File: src/rtl/blockram_pkg.sv
// Shared types and constants for the blockram arbiter slice.
// Optional feature macro: BRAM_HOLE_ERR_EN (flags reads of the unmapped address hole).
package blockram_pkg;

    localparam int NUM_PORTS = 2;
    localparam logic [16:0] BRAM_HOLE_LO = 17'h13000;
    localparam logic [16:0] BRAM_HOLE_HI = 17'h18FFF;

    typedef logic port_id_t;

    typedef struct packed {
        logic     valid;
        port_id_t port;
        logic     hole;
    } rsp_tag_t;

    // True when a word address falls inside the unmapped hole.
    function automatic logic is_hole(input logic [16:0] addr);
        return (addr >= BRAM_HOLE_LO) && (addr <= BRAM_HOLE_HI);
    endfunction

endpackage

File: src/rtl/blockram_rsp_pipe.sv
// Fixed-depth shift register carrying response tags alongside the RAM read latency.
module blockram_rsp_pipe
    import blockram_pkg::*;
#(
    parameter int DEPTH = 2
) (
    input  logic     clk,
    input  logic     rst,
    input  rsp_tag_t tag_in,
    output rsp_tag_t tag_out
);

    rsp_tag_t [DEPTH-1:0] tag_pipe;

    // Shift one tag per cycle; reset flushes every stage to invalid.
    always_ff @(posedge clk) begin
        if (rst) begin
            tag_pipe <= '0;
        end else begin
            tag_pipe <= {tag_pipe[DEPTH-2:0], tag_in};
        end
    end

    assign tag_out = tag_pipe[DEPTH-1];

endmodule

File: src/rtl/blockram_arbiter.sv
// Round-robin read arbiter sharing one blockram between fetch (port 0) and data/DMA (port 1).
// Optional feature macro: BRAM_HOLE_ERR_EN -- hole reads return rsp_err=1 and zero data.
module blockram_arbiter
    import blockram_pkg::*;
#(
    parameter int READ_LAT = 1,
    parameter int AW       = 17,
    parameter int DW       = 32
) (
    input  logic                          clk,
    input  logic                          rst,
    input  logic [NUM_PORTS-1:0]          req_valid,
    input  logic [NUM_PORTS-1:0][AW-1:0]  req_addr,
    output logic [NUM_PORTS-1:0]          req_ready,
    output logic [NUM_PORTS-1:0]          rsp_valid,
    output logic [DW-1:0]                 rsp_data,
    output logic                          rsp_err,
    output logic [AW-1:0]                 ram_addr,
    input  logic [DW-1:0]                 ram_data
);

    port_id_t             rr_last;
    port_id_t             win;
    logic [NUM_PORTS-1:0] grant;
    logic                 any_grant;
    rsp_tag_t             tag_in;
    rsp_tag_t             tag_out;

    // Pick the winner: a lone requester wins, contention goes to the port not served last.
    always_comb begin
        grant = '0;
        win   = 1'b0;
        if (!rst) begin
            case (req_valid)
                2'b01:   begin grant = 2'b01; win = 1'b0; end
                2'b10:   begin grant = 2'b10; win = 1'b1; end
                2'b11:   begin win = ~rr_last; grant = win ? 2'b10 : 2'b01; end
                default: begin grant = '0; win = 1'b0; end
            endcase
        end
    end

    assign req_ready = grant;
    assign any_grant = |grant;

    // Register the granted address and remember who was served; both hold when idle.
    always_ff @(posedge clk) begin
        if (rst) begin
            ram_addr <= '0;
            rr_last  <= 1'b1;
        end else if (any_grant) begin
            ram_addr <= req_addr[win];
            rr_last  <= win;
        end
    end

    // Build the tag that follows the read down the latency pipe (bubble when idle).
    always_comb begin
        tag_in       = '0;
        tag_in.valid = any_grant;
        tag_in.port  = win;
`ifdef BRAM_HOLE_ERR_EN
        tag_in.hole  = any_grant && is_hole(17'(req_addr[win]));
`else
        tag_in.hole  = 1'b0;
`endif
    end

    // One stage for the address register plus READ_LAT stages for the RAM itself.
    blockram_rsp_pipe #(.DEPTH(READ_LAT + 1)) u_rsp_pipe (
        .clk     (clk),
        .rst     (rst),
        .tag_in  (tag_in),
        .tag_out (tag_out)
    );

    assign rsp_valid[0] = tag_out.valid && (tag_out.port == 1'b0);
    assign rsp_valid[1] = tag_out.valid && (tag_out.port == 1'b1);

`ifdef BRAM_HOLE_ERR_EN
    assign rsp_err  = tag_out.valid && tag_out.hole;
    assign rsp_data = tag_out.hole ? '0 : ram_data;
`else
    assign rsp_err  = 1'b0;
    assign rsp_data = ram_data;
`endif

endmodule

File: config.mk
export PLATFORM = sky130hd
export DESIGN_NAME = blockram_arbiter
export DESIGN_NICKNAME = d
export VERILOG_FILES = /design/src/rtl/blockram_pkg.sv /design/src/rtl/blockram_rsp_pipe.sv /design/src/rtl/blockram_arbiter.sv
export SDC_FILE = /design/constraint.sdc
export NUM_CORES = 1
export LEC_CHECK = 0
export CAP_MARGIN = 10
export CORE_AREA = 2 2 71 73
export CTS_BUF_LIST = sky130_fd_sc_hd__clkbuf_4
export DETAILED_ROUTE_END_ITERATION = 8
export DIE_AREA = 0 0 73 75
export GPL_TIMING_DRIVEN = 0
export PLACE_DENSITY = 0.76
export SLEW_MARGIN = 10
export SYNTH_ARGS = -nofsm -noshare
export SYNTH_HDL_FRONTEND = slang
export SYNTH_SLANG_ARGS = --single-unit
File: constraint.sdc
create_clock -name clk -period 1.17 [get_ports clk]
set_input_delay 0.2925 -clock clk [delete_from_list [all_inputs] [get_ports clk]]
set_output_delay 0.2925 -clock clk [all_outputs]
set_load 0.02 [all_outputs]
; ---- After elaboration in Yosys (flattened, before gate mapping)
; Index checks and enable logic that the tools add are counted.
[totals]
wordCells = 22
input_bits = 70
register_bits = 22
[op_classes]
reduce_logical = 3
n_mux = 7
magnitude_cmp = 1
eq_ne = 3
bitwise_logic = 2
[ops]
columns = cell, n
row1 = $mux 17, 2
row2 = $pmux 2 s3, 1
row3 = $eq 2x2->1 const B, 2
row4 = $mux 2, 2
row5 = $eq 2x1->1 const B, 1
row6 = $logic_and 1x1->1, 2
row7 = $lt 1x2->1 const B, 1
row8 = $not 1->1, 2
row9 = $pmux 1 s2, 1
row10 = $reduce_or 2->1, 1
row11 = $mux 1, 1

; ---- Longest topological paths before layout
; Gate-level depths: netlist of run 1.
[depth]
depth_word = 5
mapped_depth = 5
depth_no_buf = 3

; ---- Cells and area by module
; Synthesis of run 1 repeated with hierarchy kept, for this count alone.
[hier_totals]
cells_unflattened = 140
hier_area_um2 = 1302.5
[by_module_without_submodules]
columns = module, cells_per_inst, instances, area_per_inst_um2
row1 = blockram_arbiter, 125, 1, 1122.3
row2 = blockram_rsp_pipe, 15, 1, 180.2

; ---- Least setup slack after synthesis of run 1
; No wires, ideal clock.
[synth_path]
path_kind = register -> register
startpoint = register rr_last
endpoint = register ram_addr[9]
slack_ns = -0.092
period_less_slack_ns = 1.262
arrival_ns = 1.140
t_required_ns = 1.048
n_path_buf = 2
stages_incl_launch_ff = 6
cell_sequence = dfxtp_1 nand2_2 and3b_1 buf_6 buf_6 a221o_1
[synth_via]
word_cells_on_any_way = 9
[synth_lines]
columns = element, line
row1 = "start, declared", blockram_arbiter.sv:22  ; port_id_t rr_last;
row2 = "start signal, assigned", blockram_arbiter.sv:53  ; rr_last <= win;
row3 = $mux 2, blockram_arbiter.sv:37  ; 2'b11: begin win = ~rr_last; grant = win ? 2'b10 : 2'b01; end
row4 = $pmux 2 s3, blockram_arbiter.sv:34  ; case (req_valid)
row5 = $mux 2, blockram_arbiter.sv:33  ; if (!rst) begin
row6 = named net req_ready[1], blockram_arbiter.sv:14  ; output logic [NUM_PORTS-1:0] req_ready,
row7 = $reduce_or 2->1, blockram_arbiter.sv:44  ; assign any_grant = |grant;
row8 = "end signal, assigned", blockram_arbiter.sv:52  ; ram_addr <= req_addr[win];
row9 = "end, declared", blockram_arbiter.sv:18  ; output logic [AW-1:0] ram_addr,
; The timed path passes the listed nets, and every way through them passes these cells. The select of a mux whose other input is x is not followed.
; A chain may end at the register's enable or synchronous reset.

; ---- Worst setup path after layout of run 1
[layout_path]
startpoint = input port rst
endpoint = output port req_ready[1]
[layout_via]
elab_chain_cells = 1
[layout_rtl]
columns = element, line
row1 = "start, declared", blockram_arbiter.sv:11  ; input logic rst,
row2 = $mux 2, blockram_arbiter.sv:33
row3 = "end, declared", blockram_arbiter.sv:14
; Every way passes these cells.

==> results of run 1 <==
==> metal layers <==
layer  vias up  track usage, %
li1        637               -
met4         0            6.38
met5         -               0
met2        79            22.7
met3         6            2.68
met1       567            14.8
==> how the worst min path moves through the flow <==
stage | endpoint | slack, ns | from
final | u_rsp_pipe.tag_out[2] | 0.45 | u_rsp_pipe.tag_pipe[2]
after detailed placement | u_rsp_pipe.tag_out[1] | 0.43 | u_rsp_pipe.tag_pipe[1]
after CTS | u_rsp_pipe.tag_out[1] | 0.45 | u_rsp_pipe.tag_pipe[1]
after global routing | u_rsp_pipe.tag_out[1] | 0.47 | u_rsp_pipe.tag_pipe[1]
after floorplan | u_rsp_pipe.tag_out[1] | 0.41 | u_rsp_pipe.tag_pipe[1]
after global placement | u_rsp_pipe.tag_out[2] | 0.42 | u_rsp_pipe.tag_pipe[2]
==> layout by cell type, fill, tap and decap left out, types with 3 or more instances in the layout <==
master and count:
a2111oi_4 7, buf_2 17, clkdlybuf4s50_1 34, nor2b_1 3, buf_6 5, inv_1 17, a221o_1 17, buf_4 41
dfxtp_1 18, dlygate4sd2_1 34, a2111oi_1 3, dfxtp_2 4, a2111oi_0 5, clkbuf_4 3
==> report_power, final <==
group,switching [W],internal (W)
Clock,0.000229,0.000124
Combinational,0.000367,0.000403
Sequential,0.0000315,0.000813
==> sequential cells by signal (all words and copies together) (netlist names) <==
name,flops
ram_addr,17
rr_last,1
u_rsp_pipe.tag_out,2
u_rsp_pipe.tag_pipe,2
==> stage by stage <==
stage / cells / setup TNS, ns
2_1_floorplan: 131 / -0.513
3_3_place_gp: 275 / -18.78
3_5_place_dp: 275 / -19.68
4_1_cts: 283 / -3.62
5_1_grt: 283 / -5.20
6_report: 283 / -3.39
==> timing repair <==
item | CTS | global route
resized for setup | 148 | 15
pin swaps | 3 | 3
hold endpoints to repair | 0 | 0
setup buffers | 4 | 1
hold buffers | 0 | 0
endpoints found under the setup margin | 75 | 23
==> cells by family after synthesis <==
group,share of synthesized area (%)
compound gates,27.1
buf+inv,30.4
flops,34.7
other cells,0.296
simple gates,7.40
==> layout make-up <==
cell class                 count  area (um2)  area share, %
clock buffer                   3        22.5          0.963
inverter                      17        63.8           2.73
buffer                        42         342           14.6
clock inverter                 1        3.75          0.160
multi-input combinational     49         579           24.8
timing repair buffer          95         816           34.9
tap                           54        67.6           2.89
sequential                    22         445           19.0
==> summary.md, run 1 <==
| Metric | Value |
|---|---|
| Status | `finished with violations` |
| Failing checks | `setup timing` |
| Asr flop ratio synth | `0%` |
| Longest Clk Path Bufs | `2` |
| FF-to-FF setup slack | `-0.24 ns` |
| Most common cell in the netlist | `buf_4` |
| R2R Path Start | `rr_last` |
| Worst-path cell chain | `dlygate4sd2_1, and3b_1, buf_8, buf_6` |
| Main flop type after synthesis | `dfxtp_1` |
| Type of element capturing the critical path | `output port` |
| CP arrival | `between 1 and 1.5 ns` |
| Tmin final | `about 1.5 ns` |
| Sequential cell area fraction in the yosys report | `about a third` |
| VDD IR max | `between 0.2 and 0.3 mV` |
| F_max | `682 MHz` |
| Final setup viols | `21` |
| CP Depth | `4` |
| Grt total ovfl | `0` |
| Share of layout cells above drive strength 1 | `39.3%` |
| Worst path buffer plus inverter count | `3` |
| RD Place Congestion | `0.736` |
| Rel. slew slack | `~65%` |
| Clock latency on the worst-skew pair | `0.31 ns` |
| Routed wire length | `~3.7 mm` |
| Vias in the first global route | `around 1300` |
| Largest net degree at the start of global routing | `13` |
| Crit path kind | `primary input to output port` |
| Yosys reg bits | `22` |
| Worst path max stage delay | `0.37 ns` |
| Routed length on met3 | `between 300 and 400 um` |
| Starting DRC count in detailed routing | `40` |
| Final ANT Viol Nets | `0` |
| Yosys top cell area share | `34.7%` |
| Largest cells by area after synthesis | `dfxtp_1 (35%), buf_4 (20%), a221o_1 (13%)` |
| Hold slack | `0.449 ns` |
| Via/cell ratio | `4.55` |
| Post-Layout Inst Area | `2340 um2` |
| I/O pin cnt | `124` |
| DP HPWL | `2.83 mm` |
| Initial antenna violation count | `0` |
| CP top delay family | `buffers and inverters` |
| Hold Crit Class | `flip-flop to flip-flop` |
| Slew @ Worst Pin | `a little over 0.5 ns` |
| Total leakage power | `1.08 nW` |
| Slowest cell on crit path | `dlygate4sd2_1` |
| Post-synth EDFFs | `0` |
| Pre-CTS setup slack | `-1.12 ns` |
| Max-slew violations | `0` |
| Pwr dens | `around 840 nW/um2` |
| Yosys cell types | `22` |
| R2R cell count | `5` |
| CP startpoint | `rst` |
| Met2 WL post-DR | `1.88 mm` |
| Area Overhead vs Synth | `84.6%` |
| Highest Signal Layer | `met4` |
| Worst Hold Path Cells | `1` |
| Final core occ | `about 50%` |
| Mapped Cells | `131` |
| Tcrit/Tclk final | `125%` |
| Tot GR Track Use | `12.9%` |
| Worst r2r dst | `ram_addr[9]` |
| # DRC | `0` |
| Top post-synthesis cells by count | `buf_4 (33), dfxtp_1 (22), a221o_1 (17), inv_1 (17), a2111oi_0 (9)` |
| Worst Path Max Fanout | `7` |
| Metal-1 WL | `roughly 1.5 mm` |
| Synth Cell Area | `1270 um2` |
| Die W | `between 70 and 80 um` |
| Buffers on Ports | `90` |
| Worst-path clk slew | `0.13 ns` |
| Crit start category | `primary input` |
| Overall power | `0.00197 W` |
| CTS tree | `yes` |
| CTS sink count | `22` |
| Diodes inserted | `0` |
| MaxCap Viol Count | `0` |
| Core ar. | `4660 um2` |
| First-pass GRT wire length | `roughly 5.5 mm` |
| RSZ-0062 raised after global routing | `yes` |
| PnR worst setup slack | `-0.296 ns` |
| Initial core utilization | `27.2%` |
| Net Count, Synth | `201` |
| Die Y | `around 75 um` |
| Clock Tree Root | `clkbuf_4` |
| H-tree depth | `1` |
| Synth area leader | `dfxtp_1` |
| Synthesis warning total | `0` |
| Via count | `1289` |
| Final hold viol count | `0` |
| Die area | `5480 um2` |
| CTS buffer count | `3` |
| Setup crit end | `req_ready[1]` |
| Avg Cell Area, Syn | `9.68 um2` |
| Setup Skew | `0.0140 ns` |
| Total Nets Final | `300` |
| FILL cells | `461` |
| CP required | `0.88 ns` |
| Rows | `25` |
| Wire per inst | `around 13 um` |
| First-pass DRT Iterations | `4` |
| Cell Area, Placed | `2240 um2` |
(Power assumes the default switching activity.)
==> run 2, diff against run 1 <==
--- a/config.mk
+++ b/config.mk
@@ -6,12 +6,12 @@
 export NUM_CORES = 1
 export LEC_CHECK = 0
 export CAP_MARGIN = 10
-export CORE_AREA = 2 2 71 73
+export CORE_AREA = 2 2 99 53
 export CTS_BUF_LIST = sky130_fd_sc_hd__clkbuf_4
 export DETAILED_ROUTE_END_ITERATION = 8
-export DIE_AREA = 0 0 73 75
+export DIE_AREA = 0 0 101 55
 export GPL_TIMING_DRIVEN = 0
-export PLACE_DENSITY = 0.76
+export PLACE_DENSITY = 0.77
 export SLEW_MARGIN = 10
 export SYNTH_ARGS = -nofsm -noshare
 export SYNTH_HDL_FRONTEND = slang
==> run 2 against run 1 <==
  * The run still ends with setup timing left
  * Cell count up 2.5%
  * Design area up 1.9%
  * Critical path depth up 1
  * First-iteration DRC count down 25%
  * Routed wire length up 7.5%
  * Largest cell class unchanged
==> summary.md, run 2 (synthesized netlist as in run 1, its figures left out) <==
| Metric | Value |
|---|---|
| Sequential share of power | `42.6% (-0.3 points)` |
| Grt total ovfl | `0 (unchanged)` |
| CP required | `1.38 ns (+0.50 ns)` |
| Type of element capturing the critical path | `flip-flop` |
| Setup Skew | `0.00753 ns (-0.00650 ns)` |
| Rel. slew slack | `60.0% (-5.4 points)` |
| Most frequent cells in the layout | `buf_4 (48), clkdlybuf4s50_1 (34), dlygate4sd2_1 (33), inv_1 (17), a221o_1 (17)` |
| Wire per inst | `13.9 um (+4.9%)` |
| Pre-CTS setup slack | `-1.11 ns (+0.0106 ns)` |
| Share of layout cells above drive strength 1 | `41.9% (+2.6 points)` |
| Crit path kind | `primary input to flip-flop` |
| FF-to-FF setup slack | `-0.23 ns (about the same)` |
| Most common cell after layout, fill and taps aside | `buf_4` |
| RD Place Congestion | `0.721 (-1.9%)` |
| Starting DRC count in detailed routing | `30 (-25%)` |
| Longest Clk Path Bufs | `2 (unchanged)` |
| Area Overhead vs Synth | `88.1%` |
| Via count | `1273 (-1.2%)` |
| Placed cell count | `281 (+2.2%)` |
| Buffers on Ports | `90 (unchanged)` |
| Largest net degree at the start of global routing | `13 (unchanged)` |
| Final setup viols | `22 (+4.8%)` |
| Pwr dens | `836 nW/um2 (-0.58%)` |
| Core ar. | `4730 um2 (+1.5%)` |
| CP arrival | `1.75 ns (+0.58 ns)` |
| F_max | `650 MHz (-4.6%)` |
| First-pass DRT Iterations | `4 (unchanged)` |
| Worst-path clk slew | `0.12 ns (about the same)` |
| Hold Crit Class | `flip-flop to flip-flop` |
| Net switching power | `0.000639 W (+1.9%)` |
| # DRC | `0 (unchanged)` |
| Max-slew violations | `0 (unchanged)` |
| Final hold viol count | `0 (unchanged)` |
| RSZ-0062 raised after global routing | `yes` |
| Die W | `101 um (+38%)` |
| Clock Tree Root | `clkbuf_4` |
| DP HPWL | `3.09 mm (+9.2%)` |
| Final core occ | `50.4% (+0.20 points)` |
| Rows | `18 (-28%)` |
| Hold slack | `0.445 ns (-0.00429 ns)` |
| Pint | `0.00135 W (+1.0%)` |
| Status | `finished with violations` |
| Failing checks | `setup timing` |
| Worst Path Max Fanout | `10 (+3)` |
| Clock latency on the worst-skew pair | `0.31 ns (about the same)` |
| Initial core utilization | `26.8% (-0.40 points)` |
| Slew @ Worst Pin | `0.597 ns (+0.0803 ns)` |
| Top reg by flops | `ram_addr` |
| Max reg flops | `17 (unchanged)` |
| Hold-fix buffers at CTS | `0 (unchanged)` |
| Tcrit/Tclk final | `131% (+6.1 points)` |
| Tmin final | `1.54 ns (+0.0713 ns)` |
| Total leakage power | `1.08 nW (+0.21%)` |
| Tot GR Track Use | `13.7% (+0.83 points)` |
| VDD IR max | `0.311 mV (+6.0%)` |
| Vias in the first global route | `1119 (-13%)` |
| Crit start category | `primary input` |
| CTS sink count | `22 (unchanged)` |
| I/O pin cnt | `124 (unchanged)` |
| Total Nets Final | `300 (unchanged)` |
| First-pass GRT wire length | `5.67 mm (+2.5%)` |
| H-tree depth | `1 (unchanged)` |
| Routed wire length | `4.02 mm (+7.5%)` |
| Clock power share | `17.7% (-0.3 points)` |
| Die Y | `55 um (-27%)` |
| MaxCap Viol Count | `0 (unchanged)` |
| CTS buffer count | `3 (unchanged)` |
| PnR worst setup slack | `-0.368 ns (-0.0713 ns)` |
| CTS tree | `yes` |
| Final ANT Viol Nets | `0 (unchanged)` |
| Initial antenna violation count | `0 (unchanged)` |
| Via/cell ratio | `4.39 (-3.6%)` |
| Die area | `5560 um2 (+1.5%)` |
| Final cell count without fillers | `290 (+2.5%)` |
| Sum Neg Setup Slack | `-4.36 ns (-0.968 ns)` |
| Switching Fraction | `32.1% (+0.19 points)` |
| Combinational share of power | `39.7% (+0.6 points)` |
==> run 2: cell types whose count changed in the layout (fill, tap and decap cells not counted), moves of 2 or more <==
cell and delta:
buf_2 -7, buf_4 +7, dfxtp_1 -3, dfxtp_2 +3, a2111oi_0 -2, a2111oi_1 +2
clkbuf_8 +2
==> run 2: per-layer routing <==
layer  track usage [%]  vias to the layer above  share of wire [%]
met3              4.77                        0                5.5
met4             0.676                        0                  0
met1              18.7                      592                 48
met2              22.2                       40                 46
met5                 0                        -                  0
li1                  -                      641                  -
==> run 2: repair_timing <==
| action | in CTS | in global routing |
|---|---|---|
| pin swaps | 9 | 7 |
| cloned | 0 | 0 |
| setup buffers | 6 | 0 |
| endpoints found under the setup margin | 75 | 32 |
| gates resized for setup | 148 | 29 |
==> run 2: power by group through the flow <==
stage,combinational (W),clock (W),sequential (W)
4_1_cts,0.000755,0.000365,0.000843
6_report,0.000792,0.000352,0.000849
5_1_grt,0.000843,0.000398,0.000857
2_1_floorplan,0.000332,0,0.000922
3_5_place_dp,0.000787,0,0.000860
3_3_place_gp,0.000776,0,0.000862
==> run 2: path summary, 6_finish.rpt <==
| path | start | end | cells past startpoint |
|---|---|---|---|
| min reg2reg | u_rsp_pipe.tag_pipe[1] | u_rsp_pipe.tag_out[1] | 1 |
| max reg2reg | rr_last | ram_addr[9] | 5 |
| max | req_valid[0] | ram_addr[9] | 5 |
| min | u_rsp_pipe.tag_pipe[1] | u_rsp_pipe.tag_out[1] | 1 |
==> run 2: per-stage QoR <==
stage,total power [W],instance area (um2)
6_report,0.00199,2380
5_1_grt,0.00210,2380
4_1_cts,0.00196,2300
3_5_place_dp,0.00165,2250
3_3_place_gp,0.00164,2250
2_1_floorplan,0.00125,1280
==> run 2: worst max-delay path: stages <==
cell and delay (ns):
dlygate4sd2_1 0.30, nor2_2 0.37, buf_4 0.35, a2111oi_0 0.13, a221o_1 0.30
==> run 2: layout make-up <==
type | instances | area (um2)
Tap cell | 60 | 75.1
Sequential cell | 22 | 449
Clock buffer | 3 | 22.5
Clock inverter | 1 | 3.75
Multi-Input combinational cell | 49 | 599
Antenna cell | 1 | 2.50
Inverter | 17 | 63.8
Fill cell | 467 | 2350
Buffer | 42 | 338
Timing Repair Buffer | 95 | 830
